==> config.mk <==
export PLATFORM = sky130hd
export DESIGN_NAME = timing_capture
export DESIGN_NICKNAME = d
export VERILOG_FILES = /design/src/rtl/timing_pkg.sv /design/src/rtl/sync_rise_detect.sv /design/src/rtl/timing_capture.sv
export SDC_FILE = /design/constraint.sdc
export NUM_CORES = 1
export LEC_CHECK = 0
export CAP_MARGIN = 20
export CORE_MARGIN = 2
export CORE_UTILIZATION = 61
export DETAILED_ROUTE_END_ITERATION = 7
export PLACE_DENSITY_LB_ADDON = 0.05
export SLEW_MARGIN = 20
export SYNTH_ARGS = -nofsm -noshare
export SYNTH_HDL_FRONTEND = slang
export SYNTH_SLANG_ARGS = --single-unit
==> constraint.sdc <==
create_clock -name io_clk -period 11.2 [get_ports io_clk]
set_input_delay 2.24 -clock io_clk [delete_from_list [all_inputs] [get_ports io_clk]]
set_output_delay 2.24 -clock io_clk [all_outputs]
set_load 0.02 [all_outputs]
==> src/rtl/timing_pkg.sv <==
// Shared types and sizes for the feedback timing capture block.
package timing_pkg;

    typedef enum logic {
        IDLE  = 1'b0,
        COUNT = 1'b1
    } state_t;

    localparam int RAM_WIDTH = 32;
    localparam int TCNT_W    = 16;

endpackage

==> src/rtl/sync_rise_detect.sv <==
// Multi-flop synchronizer on an asynchronous level, plus a history flop
// that turns the synchronized level into a single-cycle rise pulse.
module sync_rise_detect #(
    parameter int STAGES = 2
) (
    input  logic io_clk,
    input  logic io_rst,
    input  logic io_in,
    output logic rise
);

    logic [STAGES-1:0] sync_q;
    logic              hist_q;

    always_ff @(posedge io_clk or posedge io_rst) begin
        if (io_rst) begin
            sync_q <= '0;
            hist_q <= 1'b0;
        end else begin
            sync_q <= {sync_q[STAGES-2:0], io_in};
            hist_q <= sync_q[STAGES-1];
        end
    end

    assign rise = sync_q[STAGES-1] & ~hist_q;

endmodule

==> src/rtl/timing_capture.sv <==
// Measures cycles from a trigger strobe to the next rising edge of an
// asynchronous feedback line, with a bounded window and timeout count.
module timing_capture
    import timing_pkg::*;
#(
    parameter int              _RAM_WIDTH   = RAM_WIDTH,
    parameter int              _SYNC_STAGES = 2,
    parameter longint unsigned _TIMEOUT     = 32'd1_000_000
) (
    input  logic                  io_clk,
    input  logic                  io_rst,
    input  logic                  io_trigIn,
    input  logic                  io_fbIn,
    output logic [_RAM_WIDTH-1:0] io_timingOut,
    output logic                  io_fbCatchOut,
    output logic                  io_timeout,
    output logic                  io_busy,
    output logic [TCNT_W-1:0]     io_timeoutCnt
);

    localparam logic [_RAM_WIDTH-1:0] TIMEOUT_V =
        _RAM_WIDTH'(_TIMEOUT);

    state_t                  state_q;
    state_t                  state_d;
    logic [_RAM_WIDTH-1:0]   cnt_q;
    logic [_RAM_WIDTH-1:0]   cnt_d;
    logic [_RAM_WIDTH-1:0]   cnt_inc;
    logic [_RAM_WIDTH-1:0]   timing_q;
    logic [_RAM_WIDTH-1:0]   timing_d;
    logic [TCNT_W-1:0]       tcnt_q;
    logic [TCNT_W-1:0]       tcnt_d;
    logic                    catch_q;
    logic                    catch_d;
    logic                    timeout_q;
    logic                    timeout_d;
    logic                    busy_q;
    logic                    rise;

    sync_rise_detect #(
        .STAGES (_SYNC_STAGES)
    ) u_sync (
        .io_clk (io_clk),
        .io_rst (io_rst),
        .io_in  (io_fbIn),
        .rise   (rise)
    );

    assign cnt_inc = (cnt_q == '1) ? cnt_q : cnt_q + 1'b1;

    always_comb begin
        state_d   = state_q;
        cnt_d     = cnt_q;
        timing_d  = timing_q;
        tcnt_d    = tcnt_q;
        catch_d   = 1'b0;
        timeout_d = 1'b0;
        unique case (state_q)
            IDLE: begin
                if (io_trigIn) begin
                    cnt_d   = '0;
                    state_d = COUNT;
                end
            end
            COUNT: begin
                cnt_d = cnt_inc;
                // A capture on the final window edge takes priority
                if (rise) begin
                    timing_d = cnt_inc;
                    catch_d  = 1'b1;
                    state_d  = IDLE;
                end else if (cnt_inc == TIMEOUT_V) begin
                    timeout_d = 1'b1;
                    if (tcnt_q != '1)
                        tcnt_d = tcnt_q + 1'b1;
                    state_d = IDLE;
                end
            end
            default: state_d = IDLE;
        endcase
    end

    always_ff @(posedge io_clk or posedge io_rst) begin
        if (io_rst) begin
            state_q   <= IDLE;
            cnt_q     <= '0;
            timing_q  <= '0;
            tcnt_q    <= '0;
            catch_q   <= 1'b0;
            timeout_q <= 1'b0;
            busy_q    <= 1'b0;
        end else begin
            state_q   <= state_d;
            cnt_q     <= cnt_d;
            timing_q  <= timing_d;
            tcnt_q    <= tcnt_d;
            catch_q   <= catch_d;
            timeout_q <= timeout_d;
            busy_q    <= (state_d == COUNT);
        end
    end

    assign io_timingOut  = timing_q;
    assign io_fbCatchOut = catch_q;
    assign io_timeout    = timeout_q;
    assign io_busy       = busy_q;
    assign io_timeoutCnt = tcnt_q;

endmodule

==> impl_metrics.env, run 1 <==
export IMPL_die_x_um=92.4
export IMPL_hold_class="reg -> reg"
export IMPL_clock_latency_ns=0.35
export IMPL_grt_use_total=0.299
export IMPL_cts_buffer_depth=2
export IMPL_grt_start_max_net_pins=63
export IMPL_cp_required_ns=11.44
export IMPL_post_cts_setup_buffer_count=0
export IMPL_power_density_nw_per_um2=131
export IMPL_core_um2=7650
export IMPL_setup_violations=0
export IMPL_grt_pass1_vias=3871
export IMPL_relSlewSlack=0.321
export IMPL_yosys_warnings=0
export IMPL_cts_tree="done"
export IMPL_io_buffers=54
export IMPL_synth_top_family_by_area="simple AND/OR/NAND/NOR gates"
export IMPL_netlist_top_cells_area="dfrtp_1, xnor2_1, nand2_1"
export IMPL_antenna_found_initial=0
export IMPL_synth_top_area_share=0.451
export IMPL_wl_um=12300
export IMPL_worst_pin_slew_ns=1.01
export IMPL_antenna_left=0
export IMPL_multi_input_area_um2=2440
export IMPL_hold_viol_final=0
export IMPL_fill_cells=579
export IMPL_path_max_fanout=14
export IMPL_grt_pass1_wl_um=19800
export IMPL_cp_start_kind="flop"
export IMPL_syn_area_per_cell_um2=9.02
export IMPL_setup_tns_final_ns=0
export IMPL_synth_seq_cells=86
export IMPL_regArea_um2=2150
export IMPL_dieHeight_um=92.4
export IMPL_clkTransAtPathRegs_ns=0.09
export IMPL_drive_gt1_frac=0.0765
export IMPL_vias=4154
export IMPL_drtIter0Drc=337
export IMPL_fmax_mhz=218
export IMPL_crit_chain="ha_1 -> nand4_4 -> nor4_1 -> nand3_2 -> nand4_1 -> a32oi_1 -> or4_1 -> nor3_2 -> and2_1 -> mux2_1"
export IMPL_critPathMaxStageDelay_ns=0.91
export IMPL_cts_hold_buf=0
export IMPL_synth_compound_area_frac=0.118
export IMPL_fin_util=0.728
export IMPL_io_pins=55
export IMPL_root_buffer="clkbuf_8"
export IMPL_cp_slowest_cell="nor4_1"
export IMPL_synthSimpleGateAreaFrac=0.270
export IMPL_area_growth_pct=16.8
export IMPL_irDropWorstVdd_v=0.0000802
export IMPL_synth_edf_count=0
export IMPL_cts_max_level=3
export IMPL_synth_cell_types=54
export IMPL_critPathBufInv=0
export IMPL_ctsResizeCount=0
export IMPL_grt_overflow_total=0
export IMPL_synthesis_instances=529
export IMPL_arrival_ns=4.83
export IMPL_dr_pass1_iters=5
export IMPL_rsz0062_at_grt="no"
export IMPL_diodes=0
export IMPL_wire_per_inst_um=18.1
export IMPL_fin_crit_sh=0.410
export IMPL_p_leak_nw=2.24
export IMPL_finClkSkew_ns=0.00979
export IMPL_outcome="completed"
export IMPL_place_congestion=0.959
export IMPL_synthMuxAreaShare=0.0417
export IMPL_nets=576
export IMPL_start_util=0.624
export IMPL_row_count=32
export IMPL_fin_crit_ns=4.59
export IMPL_criticalPathCategory="reg -> reg"
export IMPL_synth_adder_area_share=0.00525
export IMPL_dieArea_um2=8540
export IMPL_ys_seq_area_frac=0.451
export IMPL_detailed_place_hpwl_um=8980
export IMPL_syn_area_um2=4770
export IMPL_critical_path_top_delay_family="simple AND/OR/NAND/NOR gates"
export IMPL_syn_num_nets=535
export IMPL_drv_cap=0
export IMPL_yosys_area_top_type="dfrtp_1"
export IMPL_end_kind="flop"
export IMPL_cts_sinks=86
export IMPL_cts_buffers=9
export IMPL_drc=0
export IMPL_synthArstFlopShare=1.00
export IMPL_synth_xor_area_frac=0.0753
export IMPL_slew_viol_final=0
export IMPL_ys_flop_type="dfrtp_1"
export IMPL_via_per_inst=6.14
==> cells by family after synthesis <==
family	Yosys count
and+or+nand+nor	245
buffers and inverters	42
muxes	19
adders and majority gates	2
DFF	86
xor gates and xnor gates	41
AOI/OAI and AO/OA	94
==> final cells by class <==
class,instances,share of cell area
clock buffer,11,0.0254
clock inverter,5,0.0146
inverter,12,0.00831
multi-input combinational,401,0.437
sequential,86,0.386
tap,102,0.0229
timing repair buffer,60,0.105
==> where the power goes <==
part | switching [mW] | internal, mW
registers | 0.0276 | 0.331
clock network | 0.109 | 0.133
logic | 0.0770 | 0.0544
total | 0.214 | 0.518
==> state kept, by name (all words and copies together) (netlist names) <==
register and flops:
u_sync.hist_q 1, io_fbCatchOut 1, io_timingOut 32, io_timeout 1, io_timeoutCnt 16, cnt_q 32
io_busy 1, u_sync.sync_q 2
==> metrics by stage <==
step                      cell area [µm²]  power, mW  hold WS [ns]  std cells  setup WS (ns)
after floorplan                      4770      0.447         0.331        529           6.74
after global placement               5350      0.489         0.334        661           6.84
after detailed placement             5350      0.495         0.340        661           6.68
after CTS                            5570      0.734         0.360        677           6.68
after global routing                 5570      0.761         0.363        677           6.30
final                                5570      0.732         0.361        677           6.61
==> metal layers <==
layer  track usage  routed length, µm
met5             0                  0
met1         0.428               5450
met4         0.103                313
met3        0.0423                724
met2         0.471               5760
==> worst register-to-register path: stages, from the launching register on <==
cell and delay [ns]:
dfrtp_1 0.46, ha_1 0.36, nand4_4 0.20, nor4_1 0.91, nand3_2 0.51, nand4_1 0.36, a32oi_1 0.12, or4_1 0.62
nor3_2 0.37, and2_1 0.25, mux2_1 0.34
==> synth_stat cells, drive strengths merged, types with 13 or more instances <==
cell,instances
nor4,13
clkbuf,17
o21ai,50
nand4,17
nand2,74
xnor2,33
dfrtp,86
nor2,31
buf,13
nand3,32
nor3,19
==> cells in the final DEF (no fill, tap or decap), types with 15 or more instances in the layout <==
cell,n
dfrtp_1,86
nand2_1,74
clkdlybuf4s50_1,54
o21ai_0,49
xnor2_1,33
nand3_1,31
nor2_1,31
nor3_1,16
nand4_1,15
==> worst paths after layout <==
check                      depth (start not counted)  slack (ns)                to        startpoint
max                                               10        6.61  io_timeoutCnt[1]          cnt_q[0]
min                                                0        0.36  u_sync.sync_q[1]  u_sync.sync_q[0]
max reg2reg                                       10        6.61  io_timeoutCnt[1]          cnt_q[0]
min reg2reg                                        0        0.36  u_sync.sync_q[1]  u_sync.sync_q[0]
max in group asynchronous                          3        7.90          cnt_q[0]            io_rst
min in group asynchronous                          2        2.20          cnt_q[8]            io_rst
(Power assumes the default switching activity.)
==> inputs of run 2 (changes only) <==
--- a/config.mk
+++ b/config.mk
@@ -7,7 +7,7 @@
 export LEC_CHECK = 0
 export CAP_MARGIN = 20
 export CORE_MARGIN = 2
-export CORE_UTILIZATION = 61
+export CORE_UTILIZATION = 56
 export DETAILED_ROUTE_END_ITERATION = 7
 export PLACE_DENSITY_LB_ADDON = 0.05
 export SLEW_MARGIN = 20
==> constraint.sdc (replaced) <==
create_clock -name io_clk -period 4.7 [get_ports io_clk]
set_input_delay 0.94 -clock io_clk [delete_from_list [all_inputs] [get_ports io_clk]]
set_output_delay 0.94 -clock io_clk [all_outputs]
set_load 0.02 [all_outputs]
==> run 2 against run 1 <==
Compared with the run above:
- cell count rose by 1.0%
- clock power rose to 2.7 times the previous value
- critical endpoint unchanged
- critical path type unchanged
- via count fell by 0.17%
- setup slack got worse by 6.1 ns
- worst hold slack got worse by 0.0061 ns
- largest cell class unchanged
- sequential cell count did not move
==> impl_metrics.env, run 2 (synthesis gave the netlist of run 1 again) <==
export IMPL_outcome="completed"
export IMPL_clkTransAtPathRegs_ns=0.09
export IMPL_drv_cap=0
export IMPL_dieArea_um2=9270
export IMPL_power_density_nw_per_um2=322
export IMPL_irDropWorstVdd_v=0.000183
export IMPL_antenna_found_initial=0
export IMPL_die_x_um=96.3
export IMPL_grt_use_total=0.288
export IMPL_rsz0062_at_grt="no"
export IMPL_fmax_mhz=237
export IMPL_setup_violations=0
export IMPL_grt_pass1_vias=3825
export IMPL_row_count=33
export IMPL_wire_per_inst_um=18.5
export IMPL_io_pins=55
export IMPL_vias=4147
export IMPL_nets=580
export IMPL_cts_buffers=9
export IMPL_post_dp_cell_area_um2=5380
export IMPL_diodes=0
export IMPL_cts_max_level=3
export IMPL_core_um2=8260
export IMPL_critical_path_top_delay_family="simple AND/OR/NAND/NOR gates"
export IMPL_drive_gt1_frac=0.0829
export IMPL_antenna_left=0
export IMPL_layout_commonest_cell="dfrtp_1"
export IMPL_drtIter0Drc=337
export IMPL_stdcell_area_um2=5630
export IMPL_reg2reg_slack_ns=0.48
export IMPL_relSlewSlack=0.445
export IMPL_area_growth_pct=18.0
export IMPL_grt_pass1_wl_um=20100
export IMPL_start_util=0.578
export IMPL_cp_slowest_cell="or4_1"
export IMPL_post_cts_setup_buffer_count=0
export IMPL_p_int_mw=1.28
export IMPL_crit_top_cell="or4_1"
export IMPL_critPathMaxStageDelay_ns=0.76
export IMPL_detailed_place_hpwl_um=9020
export IMPL_io_buffers=54
export IMPL_final_cell_mix="dfrtp_1, nand2_1, clkdlybuf4s50_1"
export IMPL_drc=0
export IMPL_cp_start_kind="flop"
export IMPL_setup_tns_final_ns=0
export IMPL_switching_share=0.294
export IMPL_cts_hold_buf=0
export IMPL_pwr_share_comb=0.173
export IMPL_hold_viol_final=0
export IMPL_cts_sinks=86
export IMPL_via_per_inst=6.06
export IMPL_p_sw_mw=0.534
export IMPL_slew_viol_final=0
export IMPL_fin_crit_ns=4.22
export IMPL_ctsResizeCount=0
export IMPL_arrival_ns=4.48
export IMPL_place_congestion=0.899
export IMPL_cp_required_ns=4.96
export IMPL_worst_pin_slew_ns=0.824
export IMPL_path_max_fanout=8
export IMPL_cts_tree="done"
export IMPL_p_leak_nw=2.26
export IMPL_cts_buffer_depth=2
export IMPL_hold_class="reg -> reg"
export IMPL_end_kind="flop"
export IMPL_clkPwrFrac=0.354
export IMPL_finClkSkew_ns=0.00935
export IMPL_fin_crit_sh=0.898
export IMPL_wl_um=12600
export IMPL_grt_overflow_total=0
export IMPL_dr_pass1_iters=5
export IMPL_dieHeight_um=96.3
export IMPL_root_buffer="clkbuf_8"
export IMPL_criticalPathCategory="reg -> reg"
export IMPL_seq_power_share=0.472
export IMPL_critPathBufInv=0
export IMPL_crit_chain="ha_1 -> nand4_4 -> or4_1 -> nor3_1 -> xnor2_1 -> a32oi_1 -> or4_1 -> nor3_2 -> and2_1 -> mux2_1"
export IMPL_grt_start_max_net_pins=62
export IMPL_clock_latency_ns=0.36
-- run 2: path summary, 6_finish.rpt --
path	cells after the start	end	startpoint
worst max-delay path	10	io_timeoutCnt[1]	cnt_q[0]
worst min-delay path	0	u_sync.sync_q[1]	u_sync.sync_q[0]
worst max register to register	10	io_timeoutCnt[1]	cnt_q[0]
worst min register to register	0	u_sync.sync_q[1]	u_sync.sync_q[0]
max in group asynchronous	3	io_timingOut[14]	io_rst
min in group asynchronous	2	io_timeoutCnt[11]	io_rst
-- run 2: cell type report --
class | instances | area (µm²)
Tap cell | 105 | 131
Clock buffer | 10 | 128
Timing Repair Buffer | 64 | 616
Fill cell | 672 | 2630
Sequential cell | 86 | 2150
Inverter | 12 | 46.3
Clock inverter | 6 | 119
Multi-Input combinational cell | 401 | 2440
-- run 2: worst register-to-register path, cell delays in order, from the launching register on --
cell     delay, ns
dfrtp_1       0.47
ha_1          0.36
nand4_4       0.20
or4_1         0.76
nor3_1        0.46
xnor2_1       0.17
a32oi_1       0.13
or4_1         0.62
nor3_2        0.38
and2_1        0.24
mux2_1        0.32
-- run 2: per-layer routing --
| layer | global-route usage | vias up | part of all wire |
|---|---|---|---|
| met5 | 0 | - | 0 |
| met4 | 0.0939 | 0 | 0.016 |
| met1 | 0.400 | 2021 | 0.43 |
| met3 | 0.0352 | 17 | 0.058 |
| li1 | - | 1958 | - |
| met2 | 0.471 | 151 | 0.49 |
-- run 2: stage by stage --
step	cells	total power, mW	hold WS [ns]	util	worst slack [ns]
after floorplan	529	1.07	0.331	-	0.996
after global placement	668	1.17	0.338	0.652	0.641
after detailed placement	668	1.18	0.336	0.652	0.516
after CTS	684	1.82	0.357	0.682	0.505
after global routing	684	1.89	0.359	0.682	0.234
final	684	1.81	0.355	0.682	0.480
-- run 2: power groups by stage --
stage | Combinational (mW) | Sequential [mW] | Clock [mW]
2_1_floorplan | 0.199 | 0.867 | 0
6_report | 0.314 | 0.856 | 0.642
3_3_place_gp | 0.307 | 0.865 | 0
3_5_place_dp | 0.312 | 0.870 | 0
4_1_cts | 0.314 | 0.855 | 0.651
5_1_grt | 0.345 | 0.864 | 0.680
